File: config.mk
export PLATFORM = sky130hd
export DESIGN_NAME = ahb_arbiter2_flat
export DESIGN_NICKNAME = d
export VERILOG_FILES = /design/src/rtl/ahb_arbiter2_if.sv /design/src/rtl/ahb_arbiter2.sv /design/src/flat_wrapper.sv
export SDC_FILE = /design/constraint.sdc
export NUM_CORES = 1
export LEC_CHECK = 0
export CELL_PAD_IN_SITES_DETAIL_PLACEMENT = 0
export CELL_PAD_IN_SITES_GLOBAL_PLACEMENT = 1
export CORE_AREA = 2 2 160 99
export DETAILED_ROUTE_END_ITERATION = 7
export DIE_AREA = 0 0 162 101
export PLACE_DENSITY = 0.95
export SETUP_SLACK_MARGIN = 0.2
export SYNTH_ARGS = -nofsm -noshare
export SYNTH_HDL_FRONTEND = slang
export SYNTH_SLANG_ARGS = --single-unit
File: constraint.sdc
create_clock -name HCLK_I -period 2.6 [get_ports HCLK_I]
set_input_delay 0.52 -clock HCLK_I [delete_from_list [all_inputs] [get_ports HCLK_I]]
set_output_delay 0.52 -clock HCLK_I [all_outputs]
set_load 0.1 [all_outputs]
File: src/rtl/ahb_arbiter2_if.sv
`default_nettype none
// ============================================================================
// Module      : ahb_arbiter2_if
// Description : Bundle of every bus signal around the two-master AHB-Lite
//               arbiter: the two master-side address/data ports, the muxed
//               address phase to the decoder, and the read/ready/response
//               return from ahb_mux.
//   modport slave  : arbiter view (takes master requests, drives the bus)
//   modport master : environment view (masters, decoder and ahb_mux)
// Revision    : 1.0  initial release
// ============================================================================
interface ahb_arbiter2_if;
    // master 0
    logic [31:0] M0_HADDR_I;
    logic [1:0]  M0_HTRANS_I;
    logic        M0_HWRITE_I;
    logic [2:0]  M0_HSIZE_I;
    logic [2:0]  M0_HBURST_I;
    logic [3:0]  M0_HPROT_I;
    logic        M0_HMASTLOCK_I;
    logic [31:0] M0_HWDATA_I;
    logic [31:0] M0_HRDATA_O;
    logic        M0_HREADY_O;
    logic        M0_HRESP_O;
    // master 1
    logic [31:0] M1_HADDR_I;
    logic [1:0]  M1_HTRANS_I;
    logic        M1_HWRITE_I;
    logic [2:0]  M1_HSIZE_I;
    logic [2:0]  M1_HBURST_I;
    logic [3:0]  M1_HPROT_I;
    logic        M1_HMASTLOCK_I;
    logic [31:0] M1_HWDATA_I;
    logic [31:0] M1_HRDATA_O;
    logic        M1_HREADY_O;
    logic        M1_HRESP_O;
    // shared bus
    logic [31:0] HADDR_O;
    logic [1:0]  HTRANS_O;
    logic        HWRITE_O;
    logic [2:0]  HSIZE_O;
    logic [2:0]  HBURST_O;
    logic [3:0]  HPROT_O;
    logic        HMASTLOCK_O;
    logic [31:0] HWDATA_O;
    logic [31:0] HRDATA_I;
    logic        HREADY_I;
    logic        HRESP_I;
    logic        HMASTER_O;
    logic        STARVE_O;

    modport slave (
        input  M0_HADDR_I, M0_HTRANS_I, M0_HWRITE_I, M0_HSIZE_I, M0_HBURST_I,
               M0_HPROT_I, M0_HMASTLOCK_I, M0_HWDATA_I,
        output M0_HRDATA_O, M0_HREADY_O, M0_HRESP_O,
        input  M1_HADDR_I, M1_HTRANS_I, M1_HWRITE_I, M1_HSIZE_I, M1_HBURST_I,
               M1_HPROT_I, M1_HMASTLOCK_I, M1_HWDATA_I,
        output M1_HRDATA_O, M1_HREADY_O, M1_HRESP_O,
        output HADDR_O, HTRANS_O, HWRITE_O, HSIZE_O, HBURST_O, HPROT_O,
               HMASTLOCK_O, HWDATA_O, HMASTER_O, STARVE_O,
        input  HRDATA_I, HREADY_I, HRESP_I
    );

    modport master (
        output M0_HADDR_I, M0_HTRANS_I, M0_HWRITE_I, M0_HSIZE_I, M0_HBURST_I,
               M0_HPROT_I, M0_HMASTLOCK_I, M0_HWDATA_I,
        input  M0_HRDATA_O, M0_HREADY_O, M0_HRESP_O,
        output M1_HADDR_I, M1_HTRANS_I, M1_HWRITE_I, M1_HSIZE_I, M1_HBURST_I,
               M1_HPROT_I, M1_HMASTLOCK_I, M1_HWDATA_I,
        input  M1_HRDATA_O, M1_HREADY_O, M1_HRESP_O,
        input  HADDR_O, HTRANS_O, HWRITE_O, HSIZE_O, HBURST_O, HPROT_O,
               HMASTLOCK_O, HWDATA_O, HMASTER_O, STARVE_O,
        output HRDATA_I, HREADY_I, HRESP_I
    );
endinterface
`default_nettype wire

File: src/rtl/ahb_arbiter2.sv
`default_nettype none
// ============================================================================
// Module      : ahb_arbiter2
// Description : Two-master AHB-Lite arbiter (master 0 = CPU, master 1 = e.g.
//               DMA). Muxes the granted master's address phase onto the bus,
//               steers write data by data-phase owner, stalls the waiting
//               master with HREADY low and raises a sticky starvation flag.
//   HCLK_I   : bus clock, rising edge
//   HRESET_I : synchronous active-high reset
//   bus      : ahb_arbiter2_if.slave (master ports, shared bus, status)
//   MAX_WAIT : stalled-request cycles of the non-owner before STARVE_O
//   CW       : wait counter width, 2**CW > MAX_WAIT
// Revision    : 1.0  initial release
// ============================================================================
module ahb_arbiter2 #(
    parameter int MAX_WAIT = 256,
    parameter int CW       = 9
) (
    input  wire logic    HCLK_I,
    input  wire logic    HRESET_I,
    ahb_arbiter2_if.slave bus
);

    localparam logic [CW-1:0] c_max_wait = CW'(MAX_WAIT);
    localparam logic [1:0]    c_idle     = 2'b00;

    typedef enum logic [0:0] {
        GNT_M0 = 1'b0,
        GNT_M1 = 1'b1
    } grant_t;

    grant_t        r_grant;
    grant_t        w_grant_nxt;
    logic          r_data_owner;
    logic [CW-1:0] r_wait_cnt;
    logic [CW-1:0] w_wait_cnt_nxt;
    logic          r_starve;

    logic          w_m0_req;
    logic          w_m1_req;
    logic          w_own_idle;
    logic          w_own_lock;
    logic          w_oth_req;
    logic          w_switch;

    // NONSEQ/SEQ carry HTRANS[1]=1; IDLE and BUSY are not requests.
    assign w_m0_req = bus.M0_HTRANS_I[1];
    assign w_m1_req = bus.M1_HTRANS_I[1];

    // ------------------------------------------------------------------
    // Grant state register
    // ------------------------------------------------------------------
    always_ff @(posedge HCLK_I) begin
        if (HRESET_I) begin
            r_grant      <= GNT_M0;
            r_data_owner <= 1'b0;
            r_wait_cnt   <= '0;
            r_starve     <= 1'b0;
        end else begin
            r_grant    <= w_grant_nxt;
            r_wait_cnt <= w_wait_cnt_nxt;
            if (bus.HREADY_I) begin
                r_data_owner <= r_grant;
            end
            if (w_wait_cnt_nxt == c_max_wait) begin
                r_starve <= 1'b1;
            end
        end
    end

    // ------------------------------------------------------------------
    // Next grant and starvation counter
    // ------------------------------------------------------------------
    always_comb begin
        w_own_idle     = 1'b0;
        w_own_lock     = 1'b0;
        w_oth_req      = 1'b0;
        w_switch       = 1'b0;
        w_grant_nxt    = r_grant;
        w_wait_cnt_nxt = r_wait_cnt;

        if (r_grant == GNT_M0) begin
            w_own_idle = (bus.M0_HTRANS_I == c_idle);
            w_own_lock = bus.M0_HMASTLOCK_I;
            w_oth_req  = w_m1_req;
        end else begin
            w_own_idle = (bus.M1_HTRANS_I == c_idle);
            w_own_lock = bus.M1_HMASTLOCK_I;
            w_oth_req  = w_m0_req;
        end

        // Hand-over only at a transfer boundary of an idle, unlocked owner;
        // with both requesting the other side wins, giving 2-way round-robin.
        w_switch = bus.HREADY_I & w_own_idle & ~w_own_lock & w_oth_req;

        case (r_grant)
            GNT_M0:  w_grant_nxt = w_switch ? GNT_M1 : GNT_M0;
            GNT_M1:  w_grant_nxt = w_switch ? GNT_M0 : GNT_M1;
            default: w_grant_nxt = GNT_M0;
        endcase

        if (w_switch || !w_oth_req) begin
            w_wait_cnt_nxt = '0;
        end else if (r_wait_cnt != c_max_wait) begin
            w_wait_cnt_nxt = r_wait_cnt + 1'b1;
        end
    end

    // ------------------------------------------------------------------
    // Address-phase mux, write-data steering, ready/response return
    // ------------------------------------------------------------------
    always_comb begin
        bus.HADDR_O     = bus.M0_HADDR_I;
        bus.HTRANS_O    = bus.M0_HTRANS_I;
        bus.HWRITE_O    = bus.M0_HWRITE_I;
        bus.HSIZE_O     = bus.M0_HSIZE_I;
        bus.HBURST_O    = bus.M0_HBURST_I;
        bus.HPROT_O     = bus.M0_HPROT_I;
        bus.HMASTLOCK_O = bus.M0_HMASTLOCK_I;
        if (r_grant == GNT_M1) begin
            bus.HADDR_O     = bus.M1_HADDR_I;
            bus.HTRANS_O    = bus.M1_HTRANS_I;
            bus.HWRITE_O    = bus.M1_HWRITE_I;
            bus.HSIZE_O     = bus.M1_HSIZE_I;
            bus.HBURST_O    = bus.M1_HBURST_I;
            bus.HPROT_O     = bus.M1_HPROT_I;
            bus.HMASTLOCK_O = bus.M1_HMASTLOCK_I;
        end
    end

    // Write data belongs to whoever owned the previous accepted address phase.
    assign bus.HWDATA_O  = r_data_owner ? bus.M1_HWDATA_I : bus.M0_HWDATA_I;
    assign bus.HMASTER_O = r_grant;
    assign bus.STARVE_O  = r_starve;

    assign bus.M0_HRDATA_O = bus.HRDATA_I;
    assign bus.M1_HRDATA_O = bus.HRDATA_I;
    assign bus.M0_HRESP_O  = bus.HRESP_I;
    assign bus.M1_HRESP_O  = bus.HRESP_I;

    // A non-owner is frozen while it requests so its address phase stays
    // stable until the grant arrives and is then presented untouched.
    assign bus.M0_HREADY_O = (r_grant == GNT_M0) ? bus.HREADY_I : ~w_m0_req;
    assign bus.M1_HREADY_O = (r_grant == GNT_M1) ? bus.HREADY_I : ~w_m1_req;

endmodule
`default_nettype wire

File: src/flat_wrapper.sv
// flat-port wrapper written by rule: the top's interface ports become plain ports
module ahb_arbiter2_flat 
#(
    parameter int MAX_WAIT = 256,
    parameter int CW       = 9
)
  (HCLK_I, HRESET_I, bus_M0_HADDR_I, bus_M0_HTRANS_I, bus_M0_HWRITE_I, bus_M0_HSIZE_I, bus_M0_HBURST_I, bus_M0_HPROT_I, bus_M0_HMASTLOCK_I, bus_M0_HWDATA_I, bus_M0_HRDATA_O, bus_M0_HREADY_O, bus_M0_HRESP_O, bus_M1_HADDR_I, bus_M1_HTRANS_I, bus_M1_HWRITE_I, bus_M1_HSIZE_I, bus_M1_HBURST_I, bus_M1_HPROT_I, bus_M1_HMASTLOCK_I, bus_M1_HWDATA_I, bus_M1_HRDATA_O, bus_M1_HREADY_O, bus_M1_HRESP_O, bus_HADDR_O, bus_HTRANS_O, bus_HWRITE_O, bus_HSIZE_O, bus_HBURST_O, bus_HPROT_O, bus_HMASTLOCK_O, bus_HWDATA_O, bus_HMASTER_O, bus_STARVE_O, bus_HRDATA_I, bus_HREADY_I, bus_HRESP_I);
  ahb_arbiter2_if bus_i ();
  input  wire logic HCLK_I;
  input  wire logic HRESET_I;
  input wire logic [$bits(bus_i.M0_HADDR_I)-1:0] bus_M0_HADDR_I;
  input wire logic [$bits(bus_i.M0_HTRANS_I)-1:0] bus_M0_HTRANS_I;
  input wire logic [$bits(bus_i.M0_HWRITE_I)-1:0] bus_M0_HWRITE_I;
  input wire logic [$bits(bus_i.M0_HSIZE_I)-1:0] bus_M0_HSIZE_I;
  input wire logic [$bits(bus_i.M0_HBURST_I)-1:0] bus_M0_HBURST_I;
  input wire logic [$bits(bus_i.M0_HPROT_I)-1:0] bus_M0_HPROT_I;
  input wire logic [$bits(bus_i.M0_HMASTLOCK_I)-1:0] bus_M0_HMASTLOCK_I;
  input wire logic [$bits(bus_i.M0_HWDATA_I)-1:0] bus_M0_HWDATA_I;
  output wire logic [$bits(bus_i.M0_HRDATA_O)-1:0] bus_M0_HRDATA_O;
  output wire logic [$bits(bus_i.M0_HREADY_O)-1:0] bus_M0_HREADY_O;
  output wire logic [$bits(bus_i.M0_HRESP_O)-1:0] bus_M0_HRESP_O;
  input wire logic [$bits(bus_i.M1_HADDR_I)-1:0] bus_M1_HADDR_I;
  input wire logic [$bits(bus_i.M1_HTRANS_I)-1:0] bus_M1_HTRANS_I;
  input wire logic [$bits(bus_i.M1_HWRITE_I)-1:0] bus_M1_HWRITE_I;
  input wire logic [$bits(bus_i.M1_HSIZE_I)-1:0] bus_M1_HSIZE_I;
  input wire logic [$bits(bus_i.M1_HBURST_I)-1:0] bus_M1_HBURST_I;
  input wire logic [$bits(bus_i.M1_HPROT_I)-1:0] bus_M1_HPROT_I;
  input wire logic [$bits(bus_i.M1_HMASTLOCK_I)-1:0] bus_M1_HMASTLOCK_I;
  input wire logic [$bits(bus_i.M1_HWDATA_I)-1:0] bus_M1_HWDATA_I;
  output wire logic [$bits(bus_i.M1_HRDATA_O)-1:0] bus_M1_HRDATA_O;
  output wire logic [$bits(bus_i.M1_HREADY_O)-1:0] bus_M1_HREADY_O;
  output wire logic [$bits(bus_i.M1_HRESP_O)-1:0] bus_M1_HRESP_O;
  output wire logic [$bits(bus_i.HADDR_O)-1:0] bus_HADDR_O;
  output wire logic [$bits(bus_i.HTRANS_O)-1:0] bus_HTRANS_O;
  output wire logic [$bits(bus_i.HWRITE_O)-1:0] bus_HWRITE_O;
  output wire logic [$bits(bus_i.HSIZE_O)-1:0] bus_HSIZE_O;
  output wire logic [$bits(bus_i.HBURST_O)-1:0] bus_HBURST_O;
  output wire logic [$bits(bus_i.HPROT_O)-1:0] bus_HPROT_O;
  output wire logic [$bits(bus_i.HMASTLOCK_O)-1:0] bus_HMASTLOCK_O;
  output wire logic [$bits(bus_i.HWDATA_O)-1:0] bus_HWDATA_O;
  output wire logic [$bits(bus_i.HMASTER_O)-1:0] bus_HMASTER_O;
  output wire logic [$bits(bus_i.STARVE_O)-1:0] bus_STARVE_O;
  input wire logic [$bits(bus_i.HRDATA_I)-1:0] bus_HRDATA_I;
  input wire logic [$bits(bus_i.HREADY_I)-1:0] bus_HREADY_I;
  input wire logic [$bits(bus_i.HRESP_I)-1:0] bus_HRESP_I;
  assign bus_i.M0_HADDR_I = bus_M0_HADDR_I;
  assign bus_i.M0_HTRANS_I = bus_M0_HTRANS_I;
  assign bus_i.M0_HWRITE_I = bus_M0_HWRITE_I;
  assign bus_i.M0_HSIZE_I = bus_M0_HSIZE_I;
  assign bus_i.M0_HBURST_I = bus_M0_HBURST_I;
  assign bus_i.M0_HPROT_I = bus_M0_HPROT_I;
  assign bus_i.M0_HMASTLOCK_I = bus_M0_HMASTLOCK_I;
  assign bus_i.M0_HWDATA_I = bus_M0_HWDATA_I;
  assign bus_M0_HRDATA_O = bus_i.M0_HRDATA_O;
  assign bus_M0_HREADY_O = bus_i.M0_HREADY_O;
  assign bus_M0_HRESP_O = bus_i.M0_HRESP_O;
  assign bus_i.M1_HADDR_I = bus_M1_HADDR_I;
  assign bus_i.M1_HTRANS_I = bus_M1_HTRANS_I;
  assign bus_i.M1_HWRITE_I = bus_M1_HWRITE_I;
  assign bus_i.M1_HSIZE_I = bus_M1_HSIZE_I;
  assign bus_i.M1_HBURST_I = bus_M1_HBURST_I;
  assign bus_i.M1_HPROT_I = bus_M1_HPROT_I;
  assign bus_i.M1_HMASTLOCK_I = bus_M1_HMASTLOCK_I;
  assign bus_i.M1_HWDATA_I = bus_M1_HWDATA_I;
  assign bus_M1_HRDATA_O = bus_i.M1_HRDATA_O;
  assign bus_M1_HREADY_O = bus_i.M1_HREADY_O;
  assign bus_M1_HRESP_O = bus_i.M1_HRESP_O;
  assign bus_HADDR_O = bus_i.HADDR_O;
  assign bus_HTRANS_O = bus_i.HTRANS_O;
  assign bus_HWRITE_O = bus_i.HWRITE_O;
  assign bus_HSIZE_O = bus_i.HSIZE_O;
  assign bus_HBURST_O = bus_i.HBURST_O;
  assign bus_HPROT_O = bus_i.HPROT_O;
  assign bus_HMASTLOCK_O = bus_i.HMASTLOCK_O;
  assign bus_HWDATA_O = bus_i.HWDATA_O;
  assign bus_HMASTER_O = bus_i.HMASTER_O;
  assign bus_STARVE_O = bus_i.STARVE_O;
  assign bus_i.HRDATA_I = bus_HRDATA_I;
  assign bus_i.HREADY_I = bus_HREADY_I;
  assign bus_i.HRESP_I = bus_HRESP_I;
  ahb_arbiter2 #(.MAX_WAIT(MAX_WAIT), .CW(CW)) u_core (.HCLK_I(HCLK_I), .HRESET_I(HRESET_I), .bus(bus_i));
endmodule
==> metrics.md <==
| Metric | Value |
|---|---|
| Clk pin slew, worst setup/hold paths | 0.04 ns |
| Post-CTS Repair Setup Buffers | 0 |
| #FFs+latches synth | 12 |
| CP required | 2.08 ns |
| Vias in the first global route | 2,354 |
| Crit end category | output pin |
| HP Class | reg -> reg |
| Port-buffer cells | 240 |
| Synth Cell Area | 0.00206 mm^2 |
| RSZ-0062 raised after global routing | no |
| N_diodes | 0 |
| WL final | 9.29 mm |
| Die footprint | 0.0164 mm^2 |
| TritonRoute pass-1 iters | 4 |
| DP HPWL | 8.11 mm |
| Setup TNS | 0 ns |
| Reg-to-reg critical path startpoint | u_core.bus.HMASTER_O$_SDFF_PP0_ |
| H-tree depth | 1 |
| Post-placement setup slack | 0.235 ns |
| Post-cts gate resize count | 0 |
| Main synth FF type | dfxtp_1 |
| Syn_area_per_cell | 9.03 um^2 |
| Vias per cell | 3.70 |
| Cts bufs inserted | 3 |
| Yosys top cell by area | mux2_2 |
| Number of synthesized flops with an enable pin | 0 |
| Arr. time, crit path | 1.70 ns |
| Period utilisation layout | 85.2% |
| Root Driver | clkbuf_16 |
| Initial core utilization | 13.8% |
| Synthesized Nets | 422 |
| Crit path max fanout | 52 |
| IO Pins | 340 |
| Critical path startpoint category | flip-flop |
| Die X | 162 um |
| Status | finished, final reports clean |
| Via count | 2,218 |
| Post-Route Utilization | 34.0% |
| VDD IR max | 0.000167 V |
| Critical path type | reg -> out |
| FILL cells | 1,481 |
| Max-cap violations | 0 |
| DRC | 0 |
| 1st-iter DRT viols | 59 |
| Final setup viols | 0 |
| Layout Nets | 592 |
| Cell Rows | 35 |
| Remaining antenna violation count | 0 |
| Cell area after layout | 0.00509 mm^2 |
| Synth area leaders | mux2_2 43%, buf_4 24%, dfxtp_1 12%, nor2_1 2.6%, xnor2_1 2.6% |
| PwrDens | 341 mW/mm^2 |
| Fraction of layout cells with a size suffix above 1 | 43.1% |
| Setup Skew | 0.00307 ns |
| Setup crit start | u_core.bus.HMASTER_O$_SDFF_PP0_ |
| Later-pin clock latency in the skew report | 0.24 ns |
| Post-place instance area | 0.00501 mm^2 |
| Antenna violations before repair | 0 |
| CTS tree | built |
| GRT overflow | 0 |
| Worst hold margin | 0.483 ns |
| Max Fclk | 451 MHz |
| Synthesized netlist cell count | 228 |
| Worst Slack Setup Final | 0.385 ns |
| Top cell type's share of synthesized area | 42.6% |
| Synth unique cells | 31 |
| CTS Buffer Depth | 2 |
| Routed len/inst | 15.5 um |
| Fin. Hold Viols | 0 |
| Slew margin rel. | 54.3% |
| Layout area overhead | 147% |
| RD Place Congestion | 0.705 |
| Post-layout min period | 2.22 ns |
| Cell with the most instances after synthesis | mux2_2 |
| Worst Tran Pin Value | 0.685 ns |
| Hold-fix buffers, CTS | 0 |
| Core area | 0.0150 mm^2 |
| Clk sinks | 12 |
| Hold wc startpoint | u_core.bus.STARVE_O$_SDFFE_PP0N_ |
| Synth top cells by count | 78 x mux2_2, 66 x buf_4, 14 x nor2_1 |
| Leak | 0.00192 uW |
| Async SR Flop Fraction | 0% |
| Pin count of the biggest net entering global routing | 53 |
| First-pass GRT wire length | 13.1 mm |
| Die Ht | 101 um |
| Max-slew violation count | 0 |
| GRT Overall Usage | 10.2% |
| Seq/Total Area, Yosys | 11.7% |
| Synth warn | 0 |
final timing paths:
path / to / slack [ns] / cells past startpoint
setup / recovery: bus_HADDR_O[10] / 0.38 / 2
hold / removal: u_core.bus.STARVE_O$_SDFFE_PP0N_ / 0.48 / 1
setup reg to reg: u_core.bus.STARVE_O$_SDFFE_PP0N_ / 0.64 / 4
hold reg to reg: u_core.bus.STARVE_O$_SDFFE_PP0N_ / 0.48 / 1
cell usage in the layout, fill, tap and decap left out, types with 3 or more instances in the layout:
master / Yosys / layout
mux2_2: 78 / 78
clkdlybuf4s50_1: 0 / 158
nor2_1: 14 / 14
mux2i_1: 5 / 4
buf_12: 0 / 80
xnor2_1: 6 / 6
clkbuf_16: 0 / 3
buf_4: 66 / 4
dfxtp_1: 12 / 11
nand3_1: 4 / 4
inv_1: 4 / 4
cells by family after synthesis:
kind of cell | after synthesis | share of synthesized area, %
buf+inv | 81 | 26.9
simple gates | 35 | 9.42
compound gates | 7 | 2.31
mux | 83 | 45.1
fa+ha+maj | 2 | 1.21
xor+xnor | 8 | 3.40
flops | 12 | 11.7
layer usage:
layer / vias to the layer above / part of all wire, % / track usage, %
met5: - / 0 / 0
met4: 0 / 1.6 / 2.72
met2: 170 / 46 / 15.2
met3: 14 / 14 / 5.55
li1: 1062 / - / -
met1: 972 / 39 / 12.9
critical path: stages, from the launching register on:
cell and delay, ns:
dfxtp_4 0.79, mux2_2 0.46, buf_12 0.18
where the power goes:
part / internal, uW / switching (uW) / leakage, uW
Sequential: 186 / 8.63 / 0.0000977
Clock: 206 / 75.5 / 0.0000382
Combinational: 555 / 705 / 0.00178
state kept, by name, indices dropped and copies added, names as in the netlist:
signal / count
u_core.bus.STARVE_O: 1
u_core.r_data_owner: 1
u_core.bus.HMASTER_O: 1
u_core.r_wait_cnt: 9
final cells by class:
class | instances | area [um^2] | share of cell area (%)
multi-input combinational | 135 | 1290 | 25.3
inverter | 4 | 15.0 | 0.295
tap | 203 | 254 | 4.99
clock buffer | 4 | 78.8 | 1.55
sequential | 12 | 244 | 4.79
timing repair buffer | 242 | 3210 | 63.1
metrics by stage:
stage / power, uW / cells
after global placement: 1450 / 596
after floorplan: 1340 / 228
after global routing: 1790 / 600
after CTS: 1750 / 600
final: 1740 / 600
after detailed placement: 1460 / 596
No activity file was read; power rests on OpenSTA's default activity.
